[config.mk]
export PLATFORM = sky130hd
export DESIGN_NAME = adc_serial_responder
export DESIGN_NICKNAME = d
export VERILOG_FILES = /design/src/rtl/adc_serial_responder.sv
export SDC_FILE = /design/constraint.sdc
export NUM_CORES = 1
export LEC_CHECK = 0
export BUFFER_PORTS_ARGS = -buffer_cell sky130_fd_sc_hd__clkbuf_2
export CORE_UTILIZATION = 31
export CTS_CLUSTER_SIZE = 25
export DETAILED_ROUTE_END_ITERATION = 12
export PLACE_DENSITY = 0.61
export SETUP_SLACK_MARGIN = 0.1
export SLEW_MARGIN = 20
export SYNTH_ARGS = -nofsm -noshare
export SYNTH_HDL_FRONTEND = slang
export SYNTH_SLANG_ARGS = --single-unit
[constraint.sdc]
create_clock -name CLOCK_50 -period 2.2 [get_ports CLOCK_50]
set_clock_uncertainty 0.05 [all_clocks]
set_input_delay 0.11 -clock CLOCK_50 [delete_from_list [all_inputs] [get_ports CLOCK_50]]
set_output_delay 0.11 -clock CLOCK_50 [all_outputs]
set_load 0.1 [all_outputs]
[src/rtl/adc_serial_responder.sv]
// ADC emulator for the serial ADC link.
// Captures 16-bit control words on din during TFS frames. Returns a 16-bit
// sample word {channel, pad, sample} on dout during RFS frames.
// All link pins are oversampled in the CLOCK_50 domain.
module adc_serial_responder #(
    parameter int WORD_W    = 16,
    parameter int DATA_W    = 11,
    parameter int RAMP_STEP = 1,
    parameter int CH_OFFSET = 256
) (
    input  logic                     CLOCK_50,
    input  logic                     reset_n,
    input  logic                     sclk,
    input  logic                     tfs,
    input  logic                     rfs,
    input  logic                     din,
    input  logic [1:0]               pattern_sel,
    input  logic signed [DATA_W-1:0] ext_sample,
    output logic                     dout,
    output logic [WORD_W-1:0]        ctrl_word,
    output logic                     ctrl_valid,
    output logic [1:0]               cur_ch,
    output logic                     frame_err,
    output logic [15:0]              tx_count
);
    localparam int CNT_W = $clog2(WORD_W);
    localparam int PAD_W = WORD_W - 2 - DATA_W;
    localparam logic [CNT_W-1:0] LAST_BIT = CNT_W'(WORD_W - 1);

    typedef enum logic [1:0] {RX_IDLE, RX_SHIFT, RX_DONE, RX_WAIT} rx_state_t;
    typedef enum logic [1:0] {TX_IDLE, TX_LOAD, TX_SHIFT, TX_WAIT} tx_state_t;

    // Reset value of a channel ramp: n*CH_OFFSET truncated to the sample width.
    function automatic logic signed [DATA_W-1:0] ramp_init(input int n);
        return DATA_W'(n * CH_OFFSET);
    endfunction

    // Ramp advance with two's complement wrap (max + 1 becomes min).
    function automatic logic signed [DATA_W-1:0] ramp_next(input logic signed [DATA_W-1:0] v);
        return v + DATA_W'(RAMP_STEP);
    endfunction

    // Alternating pattern: full-scale positive, or full-scale negative when neg is set.
    function automatic logic signed [DATA_W-1:0] alt_value(input logic neg);
        return neg ? {1'b1, {(DATA_W-1){1'b0}}} : {1'b0, {(DATA_W-1){1'b1}}};
    endfunction

    // Link synchronizers. They are deliberately left out of reset, so a sync
    // line held low across reset does not produce a falling edge afterwards.
    logic [2:0] sclk_q, tfs_q, rfs_q;
    logic [1:0] din_q;

    // Shift every link input through its synchronizer chain.
    always_ff @(posedge CLOCK_50) begin
        sclk_q <= {sclk_q[1:0], sclk};
        tfs_q  <= {tfs_q[1:0], tfs};
        rfs_q  <= {rfs_q[1:0], rfs};
        din_q  <= {din_q[0], din};
    end

    logic sclk_rise, sclk_fall, tfs_fall, rfs_fall, tfs_hi, rfs_hi, din_s;
    assign sclk_rise = sclk_q[1] & ~sclk_q[2];
    assign sclk_fall = ~sclk_q[1] & sclk_q[2];
    assign tfs_fall  = ~tfs_q[1] & tfs_q[2];
    assign rfs_fall  = ~rfs_q[1] & rfs_q[2];
    assign tfs_hi    = tfs_q[1];
    assign rfs_hi    = rfs_q[1];
    assign din_s     = din_q[1];

    // Control receive path state.
    rx_state_t         rx_state_q;
    logic [CNT_W-1:0]  rx_cnt_q;
    logic [WORD_W-1:0] rx_sh_q;
    logic [WORD_W-1:0] ctrl_word_q;
    logic              ctrl_valid_q;
    logic [1:0]        cur_ch_q;
    logic              rx_last, rx_abort;

    // The 16th falling edge wins over a simultaneous release of tfs.
    assign rx_last  = (rx_state_q == RX_SHIFT) && sclk_fall && (rx_cnt_q == LAST_BIT);
    assign rx_abort = (rx_state_q == RX_SHIFT) && tfs_hi && !rx_last;

    // RX FSM: shift din on SCLK falls and publish the complete control word.
    always_ff @(posedge CLOCK_50) begin
        if (!reset_n) begin
            rx_state_q   <= RX_IDLE;
            rx_cnt_q     <= '0;
            ctrl_word_q  <= '0;
            ctrl_valid_q <= 1'b0;
            cur_ch_q     <= 2'd0;
        end else begin
            ctrl_valid_q <= 1'b0;
            case (rx_state_q)
                RX_IDLE: begin
                    if (tfs_fall) begin
                        rx_cnt_q   <= '0;
                        rx_state_q <= RX_SHIFT;
                    end
                end
                RX_SHIFT: begin
                    if (sclk_fall) begin
                        rx_sh_q  <= {rx_sh_q[WORD_W-2:0], din_s};
                        rx_cnt_q <= rx_cnt_q + 1'b1;
                    end
                    if (rx_last) begin
                        rx_state_q <= RX_DONE;
                    end else if (rx_abort) begin
                        rx_state_q <= RX_IDLE;
                    end
                end
                RX_DONE: begin
                    ctrl_word_q  <= rx_sh_q;
                    cur_ch_q     <= rx_sh_q[WORD_W-2 -: 2];
                    ctrl_valid_q <= 1'b1;
                    rx_state_q   <= RX_WAIT;
                end
                RX_WAIT: begin
                    if (tfs_hi) rx_state_q <= RX_IDLE;
                end
                default: rx_state_q <= RX_IDLE;
            endcase
        end
    end

    // Data transmit path state and pattern generators.
    tx_state_t                tx_state_q;
    logic [CNT_W-1:0]         tx_cnt_q;
    logic [WORD_W-1:0]        tx_sh_q;
    logic [1:0]               tx_ch_q;
    logic [1:0]               tx_pat_q;
    logic                     dout_q;
    logic [15:0]              tx_count_q;
    logic signed [DATA_W-1:0] ramp_q [4];
    logic                     alt_q;
    logic signed [DATA_W-1:0] sample_d;
    logic [WORD_W-1:0]        tx_word_d;
    logic                     tx_last, tx_abort;

    assign tx_last  = (tx_state_q == TX_SHIFT) && sclk_fall && (tx_cnt_q == LAST_BIT);
    assign tx_abort = (tx_state_q == TX_SHIFT) && rfs_hi && !tx_last;

    // Select the sample source for the word being snapshotted at LOAD.
    always_comb begin
        sample_d = '0;
        case (pattern_sel)
            2'b00:   sample_d = ramp_q[cur_ch_q];
            2'b01:   sample_d = ext_sample;
            2'b10:   sample_d = alt_value(alt_q);
            default: sample_d = '0;
        endcase
    end

    assign tx_word_d = {cur_ch_q, {PAD_W{1'b0}}, sample_d};

    // TX FSM: the counter counts SCLK falls, i.e. bits already taken by the
    // controller, so a rise before the first fall simply re-presents the MSB.
    // A completed frame advances only the generator that produced its sample.
    always_ff @(posedge CLOCK_50) begin
        if (!reset_n) begin
            tx_state_q <= TX_IDLE;
            tx_cnt_q   <= '0;
            dout_q     <= 1'b0;
            tx_count_q <= 16'd0;
            alt_q      <= 1'b0;
            for (int n = 0; n < 4; n++) ramp_q[n] <= ramp_init(n);
        end else begin
            case (tx_state_q)
                TX_IDLE: begin
                    if (rfs_fall) tx_state_q <= TX_LOAD;
                end
                TX_LOAD: begin
                    tx_sh_q    <= tx_word_d;
                    tx_ch_q    <= cur_ch_q;
                    tx_pat_q   <= pattern_sel;
                    dout_q     <= tx_word_d[WORD_W-1];
                    tx_cnt_q   <= '0;
                    tx_state_q <= TX_SHIFT;
                end
                TX_SHIFT: begin
                    if (tx_last) begin
                        tx_count_q <= tx_count_q + 16'd1;
                        if (tx_pat_q == 2'b00) ramp_q[tx_ch_q] <= ramp_next(ramp_q[tx_ch_q]);
                        if (tx_pat_q == 2'b10) alt_q <= ~alt_q;
                        dout_q     <= 1'b0;
                        tx_state_q <= TX_WAIT;
                    end else if (tx_abort) begin
                        dout_q     <= 1'b0;
                        tx_state_q <= TX_IDLE;
                    end else begin
                        if (sclk_rise) dout_q <= tx_sh_q[WORD_W-1];
                        if (sclk_fall) begin
                            tx_sh_q  <= tx_sh_q << 1;
                            tx_cnt_q <= tx_cnt_q + 1'b1;
                        end
                    end
                end
                TX_WAIT: begin
                    dout_q <= 1'b0;
                    if (rfs_hi) tx_state_q <= TX_IDLE;
                end
                default: tx_state_q <= TX_IDLE;
            endcase
        end
    end

    logic frame_err_q;

    // Merge RX and TX aborts into one pulse; simultaneous aborts give a single pulse.
    always_ff @(posedge CLOCK_50) begin
        if (!reset_n) frame_err_q <= 1'b0;
        else          frame_err_q <= rx_abort | tx_abort;
    end

    assign dout       = dout_q;
    assign ctrl_word  = ctrl_word_q;
    assign ctrl_valid = ctrl_valid_q;
    assign cur_ch     = cur_ch_q;
    assign frame_err  = frame_err_q;
    assign tx_count   = tx_count_q;

endmodule

# Word level (Yosys, flattened, before mapping)

Memories as Yosys holds them, arrays and structs flattened. A register that Yosys moved wholly into a read port is not among the register bits.
Cells that the tools add are included.

Bitwise gates (word level): 10
Add/subtract/negate cells: 4
Equality and inequality tests: 22
Multiplexer cells: 40
Reductions and logical operators: 28

Operators with widths:

| operator                | count |
|---|---|
| $mux W16                | 3 |
| $pmux W11 S3            | 1 |
| $pmux W16 S2            | 1 |
| $mux W2                 | 12 |
| $mux W11                | 2 |
| $mux W4                 | 5 |
| $add A16 B1 Y16 const B | 1 |
| $ne A2 B2 Y1 const B    | 8 |
| $pmux W2 S4             | 2 |
| $pmux W4 S2             | 2 |
| $reduce_and A3 Y1       | 5 |
| $eq A2 B2 Y1 const B    | 6 |
| $add A11 B2 Y11 const B | 1 |
| $mux W1                 | 11 |
| $reduce_or A11 Y1       | 1 |
| $add A4 B1 Y4 const B   | 2 |
| $eq A4 B4 Y1 const B    | 2 |
| $logic_and A1 B1 Y1     | 8 |
| $logic_not A2 Y1        | 4 |
| $eq A2 B1 Y1 const B    | 3 |
| $ne A3 B3 Y1 const B    | 2 |
| $reduce_and A2 Y1       | 3 |
| $not A1 Y1              | 5 |
| $reduce_and A5 Y1       | 1 |
| 8 further kinds         | 13 |

Memory bits (writable): 44
Memories: 1
Register bits after elaboration: 97
Word-level logic and storage cells: 124
Input bits: 19
Output and inout port bits: 37

Memories:

| name   | depth | bits a word | read ports | clocked after Yosys merged registers in | wr ports | line | text |
|---|---|---|---|---|---|---|---|
| ramp_q | 4     | 11          | 2          | 2                                       | 4        | 133  | `logic signed [DATA_W-1:0] ramp_q [4];` |

# Depth between registers and ports, before layout

Word-level depth: 10
Gate-level depth with buffers: 8
Mapped depth without buffers: 5

# Least setup slack after synthesis

No wires, ideal clock.

Path kind: register -> register
Start: reg tx_count_q[3], in the netlist tx_count[3]
End: reg tx_count_q[9], in the netlist tx_count[9]
Path slack: -0.130 ns
Stages on the path, launching flop included: 5
Data required time: 2.080 ns
Clock period less this slack: 2.330 ns
Buffers on the path: 0
Arrival: 2.209 ns
Library setup time: 0.070 ns
Path through: dfxtp_1 and4_1 nand3_1 or4_1 a21oi_1

Cells in the longest elaborated chain, start to end: 1

Ends and longest elaborated chain:

| item                   | line | text |
|---|---|---|
| start, declared        | 132  | `logic [15:0] tx_count_q;` |
| start signal, assigned | 181  | `tx_count_q <= tx_count_q + 16'd1;` |
| $add A16 B1 Y16        | 181  |  |

No other way between the ends.
A chain may end at the register's enable or synchronous reset.

==> results.yml <==
timing:
  finalHoldViolations: 0
  fmax_mhz: 491
  drv_slew: 0
  rsz0062_at_grt: "true"
  worst_slew_pin_slew_ps: 658
  min_period_ps: 2040
  setup_viol: 0
  setup_ws_ps: 162
  period_share_pct: 92.6
  setup_tns_ps: 0
  maxSlewHeadroom_pct: 56.0
power_and_ir_drop:
  p_leak_nw: 2.76
  power_density_mw_per_mm2: 800
  ir_worst_vdd_uv: 536
clocking:
  cts_sinks: 143
  htree_levels: 4
  cts-root-buf: "clkbuf_16"
  numCtsBuffers: 17
  cts_tree: "yes"
  cts_buffer_depth: 2
  clock_latency_ps: 420
  clkTransAtPathRegs_ps: 60
route:
  drt-total-wl_mm: 14.4
  drt_iter0_markers: 223
  wire_per_inst_um: 15.9
  drc: 0
  vias_per_cell: 5.06
  drt-pass1-iter-count: 4
  vias: 4590
  ant_nets: 0
cells_and_area:
  drive_gt1_share_pct: 26.9
  area_growth_pct: 24.1
  fin_nets: 652
  n_antenna_cell: 0
  fin_cells: 907
floorplan:
  die_area_mm2: 0.0209
  fp.dieW_um: 145
  fp-row-count: 51
  fp.coreArea_mm2: 0.0197
  dieHeight_um: 145
  io_pins: 56
  start_util_pct: 31.9
yosys:
  yosysMostFrequentCell: "edfxtp_1"
  synth.avg_cell_area_um2: 11.5
  yosys_warnings: 0
  synth_top_flop_cell: "edfxtp_1"
  synthTopCellsByArea: "edfxtp_1 38%, dfxtp_1 20%, a21oi_1 5.7%, mux4_2 5.4%, nand2_1 3.6%"
  synth_common_cells: "80 x edfxtp_1, 72 x a21oi_1, 63 x dfxtp_1"
  yosys.area.top_type: "edfxtp_1"
  netlist-cell-type-count: 51
  synth_top_cell_area_share_pct: 38.1
  synth-seq-cells: 143
  synth_edf_count: 80
  syn_area_mm2: 0.00630
  synth_seq_area_share_pct: 58.2
  syn_nets: 569
  async_flop_share_pct: 0
  syn-instance-count: 546
place:
  io_buffer_count: 55
  dp.cells: 866
  dpl.hpwl_mm: 9.93
  gp_congestion: 0.857
  place_ws_ps: -69.0
worst_setup_path:
  crit_chain: "buf_8 -> mux4_2 -> nand4_4 -> or4_4 -> a21oi_1"
  slowest_stage: "or4_4"
  worstPathArrival_ps: 2260
  worst_setup_path_end_kind: "flip-flop"
  max_stage_delay_ps: 570
  r2r_slack_ps: 160
  start_kind: "flip-flop"
  cp.buffers_inverters: 1
  path_class: "flip-flop to flip-flop"
  worstPathMaxFanout: 6
  rr_worst_depth: 5
  crit_required_ps: 2420
  cp_top_family: "simple AND/OR/NAND/NOR gates"
  r2r_end: "ramp_q[0][8]"
global_routing:
  grt_usage_pct: 14.7
  antenna_found_initial: 0
  grt_pass1_wl_mm: 23.2
  grt_max_degree: 27
  overflow: 0
  first_global_vias: 4446
run_status:
  status: "finished clean"
flow_run:
  max_cap_viol_count: 0
worst_hold_path:
  hold_path.class: "primary input to flip-flop"
  hp-start: "ext_sample[3]"
  hold_end: "tx_sh_q[3]"
  holdPathStages: 3
[per-stage QoR]
step	util [%]	power (mW)	instance area, um2	hold WS [ps]
2_1_floorplan	-	3.19	6320	87.7
3_5_place_dp	35.9	3.32	7080	165
5_1_grt	39.6	6.46	7810	33.9
4_1_cts	39.3	6.29	7750	5.20
3_3_place_gp	35.9	3.31	7080	165
6_report	39.6	6.25	7810	17.8
[worst max path at each step]
stage	from	endpoint	slack, ps	cells past startpoint
2_1_floorplan	tx_count[7]	tx_count[9]	60	3
3_3_place_gp	flip-flop	ramp_q[3][7]	30	4
3_5_place_dp	flip-flop	ramp_q[2][7]	-70	4
4_1_cts	flip-flop	ramp_q[2][7]	90	5
5_1_grt	flip-flop	ramp_q[2][5]	40	6
6_report	flip-flop	ramp_q[0][8]	160	5
[routing by layer]
metal  GRT usage (%)  share of wire (%)  vias to the layer above
li1                -                  -                     2206
met1            19.4                 46                     2233
met2            22.9                 46                      132
met3            4.54                6.1                       19
met4            4.93                1.5                        0
met5               0                  0                        -
[report_power, final]
group | total, mW | internal [mW] | switching [mW] | leakage [nW]
combinational | 0.366 | 0.155 | 0.211 | 1.20
clock | 2.96 | 1.80 | 1.17 | 0.300
sequential | 2.92 | 2.88 | 0.0375 | 1.26
total | 6.25 | 4.83 | 1.42 | 2.76
[sequential cells by signal (all words and copies together) (netlist names), named ones only]
| signal | cells |
|---|---|
| tx_pat_q | 2 |
| tx_count | 16 |
| dout | 1 |
| tfs_q | 3 |
| rx_sh_q | 16 |
| ctrl_valid | 1 |
| tx_sh_q | 16 |
| alt_q | 1 |
| sclk_q | 3 |
| ramp_q | 44 |
| tx_state_q | 2 |
| tx_cnt_q | 4 |
| rx_cnt_q | 4 |
| din_q | 2 |
| tx_ch_q | 2 |
| rx_state_q | 1 |
| rfs_q | 3 |
| frame_err | 1 |
| ctrl_word | 16 |
[tightest hold or removal path: stages]
cell and delay (ps):
clkbuf_2 80, a2bb2oi_1 50, a21oi_1 130
[cell families (layout without fill, tap and decap cells)]
| logic type | count (synthesis) | after routing | share of synthesized area [%] |
|---|---|---|---|
| buf+inv | 48 | 143 | 3.18 |
| flops | 143 | 143 | 58.2 |
| fa+ha+maj | 4 | 4 | 0.795 |
| simple gates | 195 | 196 | 15.9 |
| xor+xnor | 8 | 8 | 1.11 |
| mux | 32 | 32 | 9.89 |
| compound gates | 116 | 116 | 11.0 |
[placed cells by master (no fill, tap or decap), types with 4 or more instances in the layout]
master,instances
mux2i_1,9
clkbuf_16,18
dfxtp_1,55
nor4_1,8
inv_6,5
nand3_1,13
nor2_1,45
nand3b_1,5
xnor2_1,4
inv_1,12
or4_1,6
nor2b_1,6
nand2b_1,14
mux4_2,20
dfxtp_2,7
o31ai_1,10
a21oi_1,70
or3_1,6
nand4_1,10
edfxtp_1,80
or4_4,4
a2bb2oi_1,11
o21ai_0,8
buf_4,33
clkbuf_2,55
nand2_1,59
dlygate4sd3_1,6
[layout make-up]
type                       count  area [um2]
clock buffer                  20         468
inverter                      13        48.8
tap                          265         332
timing repair buffer          98         658
sequential                   143        3680
multi-input combinational    356        2490
fill                        1889       11900
clock inverter                12         144
[timing repair]
item	4_1_cts	5_1_grt
hold buffers	6	0
setup buffers	0	2
gates resized for setup	3	15
gates cloned	0	1
pin swaps	0	4
setup endpoints to repair	35	41
endpoints found under the hold margin	6	0
Note: power is estimated with default switching activity, not from simulation.
